$ cat src/rtl/version_readout_ctrl.sv
// Arbitrated readout of the build-version table: round-robin register reads plus a streamed dump.
// Define VERSION_READOUT_CSUM_EN to add an XOR checksum as word 15 (readable, and streamed as the final dump word).
module version_readout_ctrl #(
    parameter int          N_REQ    = 2,
    parameter logic [31:0] ERR_WORD = 32'hDEAD_BEEF
) (
    input  logic                 clk,
    input  logic                 rst_n,
    input  logic [319:0]         hash_i,
    input  logic [159:0]         ts_i,
    input  logic [N_REQ-1:0]     rd_req_i,
    input  logic [4*N_REQ-1:0]   rd_addr_i,
    output logic [N_REQ-1:0]     rd_gnt_o,
    output logic                 rd_valid_o,
    output logic [31:0]          rd_data_o,
    output logic [2:0]           rd_id_o,
    output logic                 rd_err_o,
    input  logic                 dump_start_i,
    output logic                 dump_busy_o,
    output logic [31:0]          m_tdata,
    output logic                 m_tvalid,
    input  logic                 m_tready,
    output logic                 m_tlast
);

    typedef enum logic [1:0] {
        S_IDLE,
        S_READ,
        S_DUMP
    } state_t;

`ifdef VERSION_READOUT_CSUM_EN
    localparam logic [3:0] LAST_IDX = 4'd15;
`else
    localparam logic [3:0] LAST_IDX = 4'd14;
`endif

    state_t      r_state;
    state_t      w_next_state;
    logic [2:0]  r_ptr;
    logic [3:0]  r_idx;
    logic [31:0] r_rd_data;
    logic [2:0]  r_rd_id;
    logic        r_rd_err;

    logic [31:0] w_words [16];
    logic        w_gnt_found;
    logic [2:0]  w_gnt_idx;
    logic [3:0]  w_gnt_addr;
    logic        w_grant_fire;
    logic        w_addr_err;
    logic [2:0]  w_ptr_next;
    logic        w_dump_last_hs;

    // Word map: three words per component (hash low, hash high, timestamp).
    always_comb begin
        for (int c = 0; c < 5; c++) begin
            w_words[3*c]     = hash_i[64*c +: 32];
            w_words[3*c + 1] = hash_i[64*c + 32 +: 32];
            w_words[3*c + 2] = ts_i[32*c +: 32];
        end
`ifdef VERSION_READOUT_CSUM_EN
        w_words[15] = '0;
        for (int j = 0; j < 15; j++) begin
            w_words[15] = w_words[15] ^ w_words[j];
        end
`else
        w_words[15] = ERR_WORD;
`endif
    end

    // Round robin: first requester at or after the pointer wins.
    always_comb begin
        w_gnt_found = 1'b0;
        w_gnt_idx   = '0;
        w_gnt_addr  = '0;
        for (int k = 0; k < N_REQ; k++) begin
            for (int i = 0; i < N_REQ; i++) begin
                if (!w_gnt_found && rd_req_i[i] && (i == ((int'(r_ptr) + k) % N_REQ))) begin
                    w_gnt_found = 1'b1;
                    w_gnt_idx   = 3'(i);
                    w_gnt_addr  = rd_addr_i[4*i +: 4];
                end
            end
        end
    end

`ifdef VERSION_READOUT_CSUM_EN
    assign w_addr_err = 1'b0;
`else
    assign w_addr_err = (w_gnt_addr == 4'd15);
`endif

    assign w_ptr_next     = (w_gnt_idx == 3'(N_REQ - 1)) ? 3'd0 : w_gnt_idx + 3'd1;
    assign w_grant_fire   = (r_state == S_IDLE) && !dump_start_i && w_gnt_found;
    assign w_dump_last_hs = (r_state == S_DUMP) && m_tready && (r_idx == LAST_IDX);

    always_ff @(posedge clk or negedge rst_n) begin
        if (!rst_n) begin
            r_state <= S_IDLE;
        end else begin
            r_state <= w_next_state;
        end
    end

    always_comb begin
        w_next_state = r_state;
        case (r_state)
            S_IDLE: begin
                if (dump_start_i) begin
                    w_next_state = S_DUMP;
                end else if (w_gnt_found) begin
                    w_next_state = S_READ;
                end
            end
            S_READ: w_next_state = S_IDLE;
            S_DUMP: begin
                if (w_dump_last_hs) begin
                    w_next_state = S_IDLE;
                end
            end
            default: w_next_state = S_IDLE;
        endcase
    end

    // Grant is combinational in the grant cycle; masked by reset so all outputs read 0 while held in reset.
    always_comb begin
        rd_gnt_o = '0;
        for (int i = 0; i < N_REQ; i++) begin
            rd_gnt_o[i] = rst_n && w_grant_fire && (w_gnt_idx == 3'(i));
        end
        rd_valid_o  = (r_state == S_READ);
        rd_data_o   = r_rd_data;
        rd_id_o     = r_rd_id;
        rd_err_o    = r_rd_err;
        dump_busy_o = (r_state == S_DUMP);
        m_tvalid    = (r_state == S_DUMP);
        m_tlast     = (r_state == S_DUMP) && (r_idx == LAST_IDX);
        m_tdata     = (r_state == S_DUMP) ? w_words[r_idx] : 32'd0;
    end

    always_ff @(posedge clk or negedge rst_n) begin
        if (!rst_n) begin
            r_ptr     <= '0;
            r_idx     <= '0;
            r_rd_data <= '0;
            r_rd_id   <= '0;
            r_rd_err  <= 1'b0;
        end else begin
            if (w_grant_fire) begin
                r_ptr     <= w_ptr_next;
                r_rd_data <= w_addr_err ? ERR_WORD : w_words[w_gnt_addr];
                r_rd_id   <= w_gnt_idx;
                r_rd_err  <= w_addr_err;
            end
            if ((r_state == S_IDLE) && dump_start_i) begin
                r_idx <= '0;
            end else if ((r_state == S_DUMP) && m_tready) begin
                r_idx <= (r_idx == LAST_IDX) ? 4'd0 : r_idx + 4'd1;
            end
        end
    end

endmodule

$ cat config.mk
export PLATFORM = sky130hd
export DESIGN_NAME = version_readout_ctrl
export DESIGN_NICKNAME = d
export VERILOG_FILES = /design/src/rtl/version_readout_ctrl.sv
export SDC_FILE = /design/constraint.sdc
export NUM_CORES = 1
export LEC_CHECK = 0
export BUFFER_PORTS_ARGS = -buffer_cell sky130_fd_sc_hd__buf_2
export CAP_MARGIN = 20
export CORE_AREA = 2 2 218 220
export CTS_CLUSTER_SIZE = 12
export DETAILED_ROUTE_END_ITERATION = 10
export DIE_AREA = 0 0 220 222
export GPL_TIMING_DRIVEN = 0
export SETUP_SLACK_MARGIN = 0.3
export SYNTH_ARGS = -nofsm -noshare
export SYNTH_HDL_FRONTEND = slang
export SYNTH_SLANG_ARGS = --single-unit
$ cat constraint.sdc
create_clock -name clk -period 2.69 [get_ports clk]
set_input_delay 0.4035 -clock clk [delete_from_list [all_inputs] [get_ports clk]]
set_output_delay 0.4035 -clock clk [all_outputs]
set_load 0.03 [all_outputs]
Yosys cells after proc, flatten, opt, wreduce, memory -nomap -nowiden --
Cells that the tools add are included.
Word-level totals: register bits 43, input bits 494, output and inout port bits 74, word-level logic and storage cells 75
Operators by class: $add $sub $neg 3, $lt $le $gt $ge 2, equality and inequality tests 8, multiplexer cells 27, bitwise operators 3, reductions and logical operators 26
Operators by type and width (count):
- $bmux W32 S4 | 2
- $mux W32 | 6
- $logic_not A32 Y1 | 2
- $mux W4 | 7
- $logic_and A1 B1 Y1 | 16
- $ge A5 B5 Y1 const B | 2
- $not A4 Y5 | 2
- $eq A4 B4 Y1 const B | 2
- $mux W1 | 6
- $mux W2 | 3
- $mux W3 | 2
- $add A4 B1 Y4 const B | 1
- $logic_not A1 Y1 | 4
- $pmux W2 S2 | 1
- $eq A3 B1 Y1 const B | 1
- $logic_not A3 Y1 | 1
- $ne A3 B3 Y1 const B | 1
- $add A1 B1 Y1 const B | 2
- $eq A2 B1 Y1 const B | 1
- $eq A2 B2 Y1 const A | 1
- $eq A2 B2 Y1 const B | 1
- $logic_not A2 Y1 | 1
- $ne A2 B1 Y1 const B | 1
- $reduce_and A2 Y1 | 1
- 2 further kinds | 2

Longest topological paths before layout --
depth after elaboration 20, depth in mapped cells 10, mapped depth without buffers 7

Worst setup path after synthesis --
OpenSTA, ideal clock, no wires.
path kind register to output, start register r_idx[0], end output port m_tdata[18], data arrival time 2.083 ns, data required time 2.287 ns, path slack 0.204 ns, cell stages (with the launch flop) 7, path buffers 3, path through dfrtp_1 > buf_4 > buf_4 > clkbuf_1 > mux4_2 > mux4_2 > and2_1
On the way: word-level cells in the longest chain between the ends 5
Ends and longest elaborated chain:
- start: declaration | line 41 | logic [3:0] r_idx;
- start signal: assignment | line 159 | r_idx <= (r_idx == LAST_IDX) ? 4'd0 : r_idx + 4'd1;
- $not A4 Y5 (implied by the code) | line 139 | m_tdata = (r_state == S_DUMP) ? w_words[r_idx] : 32'd0;
- $bmux W32 S4 | line 139
- $mux W32 (implied by the code) (2 in a row) | line 139
- $mux W32 | line 139
- end: declaration | line 20 | output logic [31:0] m_tdata,
Every way passes these cells. The select of a mux whose other input is x is not followed.

Final worst setup path --
start register r_idx[1], end output port m_tdata[29]
Same word-level chain as after synthesis.

==> key figures <==
Logic synthesis
  – Most used DFF post-synth: dfrtp_1
  – Top cells by area, synth: mux4_2, mux2i_1, dfrtp_1
  – Sequential area share after synthesis: 10.6%
  – Post-synth EDFFs: 0
  – Synth Instances: 1095
  – Synth cell types: 52
  – Top-count cell post-synth: nand2_1
  – Syn_area_per_cell: 8.86 sq um
  – Share of Yosys cell area claimed by the top area cell type: 29.7%
  – Cell area after synthesis: 0.00970 sq mm
  – #FFs+latches synth: 41
  – Post-synth ARST share: 100%
  – Post-synth top area cell: mux4_2
  – Synthesis warning total: 0
  – Top cells by count, synth: nand2_1, mux2i_1, mux4_2, nand3_1, nor2_1

Clock tree
  – TritonCTS Buffers: 5
  – CTS tree: yes
  – Htree depth: 2
  – Clock Path Buffers: 2
  – Sink Count: 41
  – Clock slew at reported path FFs: 0.08 ns
  – Hold_buf cts: 0
  – Cell at the root of the clock tree: clkbuf_16
  – Clock latency on the worst-skew pair: 0.33 ns

Layout
  – Fin nets: 2214
  – Share of cells above drive strength 1: 55.5%
  – Non-filler cells, final: 2335
  – Layout filler cell count: 4892
  – Utilization after layout: 33.6%
  – Syn-to-layout area delta: 60.0%

Global route
  – Initial antenna violation count: 11
  – Total global routing overflow: 0
  – Largest net degree at the start of global routing: 29
  – Number of global-route vias before repair: 13900
  – Total GRT Usage: 31.7%
  – First-pass GRT wire length: 107000 um

Placed design
  – Placed Cells: 2273
  – Setup WS pre-CTS: -0.721 ns
  – RD Place Congestion: 0.977
  – Detailed Place HPWL: 61500 um
  – I/O Buffers: 565

Critical path
  – Crit path cell chain: buf_6, buf_12, buf_16, buf_16, buf_6, mux4_2, mux4_2, and2_4, buf_6
  – WP data arrival: 2.59 ns
  – Critical path required time: 2.29 ns
  – CP max stage delay: 0.47 ns
  – Buf/Inv on CP: 6
  – CP Depth: 9
  – Most frequent CP cell: buf_6
  – Crit Path Class: reg2out
  – Top fanout value on the critical path: 7
  – R2R depth: 9
  – Top delay family on crit path: buffers and inverters
  – Worst Setup End Kind: primary output
  – Critical Path Slowest Stage Cell: mux4_2
  – Crit path launch type: register

STA
  – Worst setup margin: -0.304 ns
  – Hold Vio Cnt, Final: 0
  – RSZ-0062 raised after global routing: true
  – Post-route clock period utilization: 111%
  – Layout Skew: 0.00908 ns
  – Period minus WS final: 2.99 ns
  – Max Clk Rate: 0.334 GHz
  – Slew @ Worst Pin: 1.09 ns
  – Final setup fails: 32
  – Relative slew margins: 27.4%
  – Final Slew Violations: 0

Power
  – Clock share of power: 5.7%
  – PwrDens: 934 mW/mm^2
  – P_int: 6.80 mW
  – Sequential Power Share: 7.7%
  – Switch share: 53.1%
  – Net switching power: 7.71 mW
  – Leak Pwr: 6.93 nW
  – Worst VDD drop: 496 uV
  – Logic pwr share: 86.5%

Floorplanning
  – Initial Util: 21.0%
  – Die Wd: 220 um
  – Row count: 79
  – Die ar.: 0.0488 sq mm
  – Die Y: 222 um
  – Top Ports: 568
  – Core box area: 0.0463 sq mm

Detailed routing
  – # DRC: 0
  – Wire length per cell: 34.3 um
  – 1st-pass router iterations: 5
  – Starting DRT DRC Count: 1356
  – Vias per cell: 5.79
  – Remaining antenna violation count after routing: 0
  – Routed Wire Length: 80100 um
  – Vias: 13500

Status
  – Outcome: complete, but fails checks
  – Failing checks: negative setup slack

Hold path
  – HP Class: in2async

Run
  – Max-Cap Viols: 0
-- sequential cells by signal (all words and copies together), names as in the netlist --
name / flops
rd_data_o: 32
rd_err_o: 1
rd_id_o: 1
r_idx: 4
r_state: 2
r_ptr: 1
-- logic make-up (layout without fill, tap and decap cells) --
logic type | count (synthesis) | count (layout) | synth area share, %
compound gates | 192 | 192 | 14.9
other cells | 1 | 11 | 0.0386
flops | 41 | 41 | 10.6
fa+ha+maj | 2 | 2 | 0.258
mux | 298 | 298 | 47.2
buf+inv | 119 | 742 | 7.05
simple gates | 442 | 442 | 19.9
-- per-stage QoR --
stage                     power (mW)  TNS [ns]  instance area (sq um)  hold slack (ns)
final                           14.5     -8.14                  15500           0.0475
after CTS                       13.9     -8.95                  14900           0.0310
after floorplan                 7.12         0                   9750            0.108
after detailed placement        11.3    -30.17                  13400            0.410
after global routing            15.0    -10.14                  15500           0.0566
after global placement          11.1    -38.44                  13300            0.458
-- worst reg2reg max path, delay by kind of cell (launching register included) --
kind / cells / cell delay, ns
and+or+nand+nor: 3 / 0.45
DFF: 1 / 0.43
buffers and inverters: 4 / 0.72
AOI/OAI and AO/OA: 2 / 0.64
-- worst paths after layout --
kind | startpoint | to | slack [ns]
worst min register to register | rd_data_o[9] | rd_data_o[9] | 0.48
worst max-delay path | r_idx[1] | m_tdata[29] | -0.30
worst max register to register | r_ptr[0] | rd_data_o[12] | 0.32
max in group asynchronous | rst_n | rd_data_o[23] | 2.03
min in group clk | m_tready | r_state[1] | 0.40
worst min-delay path | rst_n | rd_data_o[2] | 0.05
-- final cells by class --
type	count	area (sq um)	area share (%)
clock buffers	5	125	0.806
repair buffers	615	3690	23.8
flip-flops and latches	41	1030	6.61
diodes	9	22.5	0.145
plain buffers	114	1380	8.88
well taps	607	759	4.89
clock inverters	3	46.3	0.298
multi-input cells	936	8440	54.4
inverters	5	35.0	0.226
-- cell usage in the layout (no fill, tap or decap), types with 12 or more instances in the layout --
cell,netlist,layout
buf_6,9,51
buf_8,0,14
o21ai_0,12,12
mux4_2,128,128
a32oi_1,16,14
a21oi_1,45,44
dfrtp_1,41,41
buf_12,0,28
buf_4,29,54
buf_2,49,547
nand3_1,100,98
nor2_1,50,41
and2_4,0,27
nand2_1,235,230
mux2i_1,170,165
-- power by group through the flow --
stage          registers [mW]  clock network (mW)  logic, mW
2_1_floorplan            1.54                   0       5.58
4_1_cts                  1.11               0.864       11.9
3_3_place_gp             1.11                   0       9.95
3_5_place_dp             1.12                   0       10.1
6_report                 1.12               0.832       12.6
5_1_grt                  1.15               0.858       13.0
-- timing repair --
item / in CTS / in global routing
setup endpoints to repair: 73 / 65
cloned: 3 / 3
endpoints found under the hold margin: 0 / 0
resized for setup: 257 / 109
setup buffers: 29 / 10
pin swaps: 22 / 26
-- layer usage --
layer	routed length [um]	global-route usage, %
met5	41	0
met3	8070	8.09
met2	36700	52.3
met1	30900	38.7
met4	4380	13.9
Power figures use the tool's default switching activity.
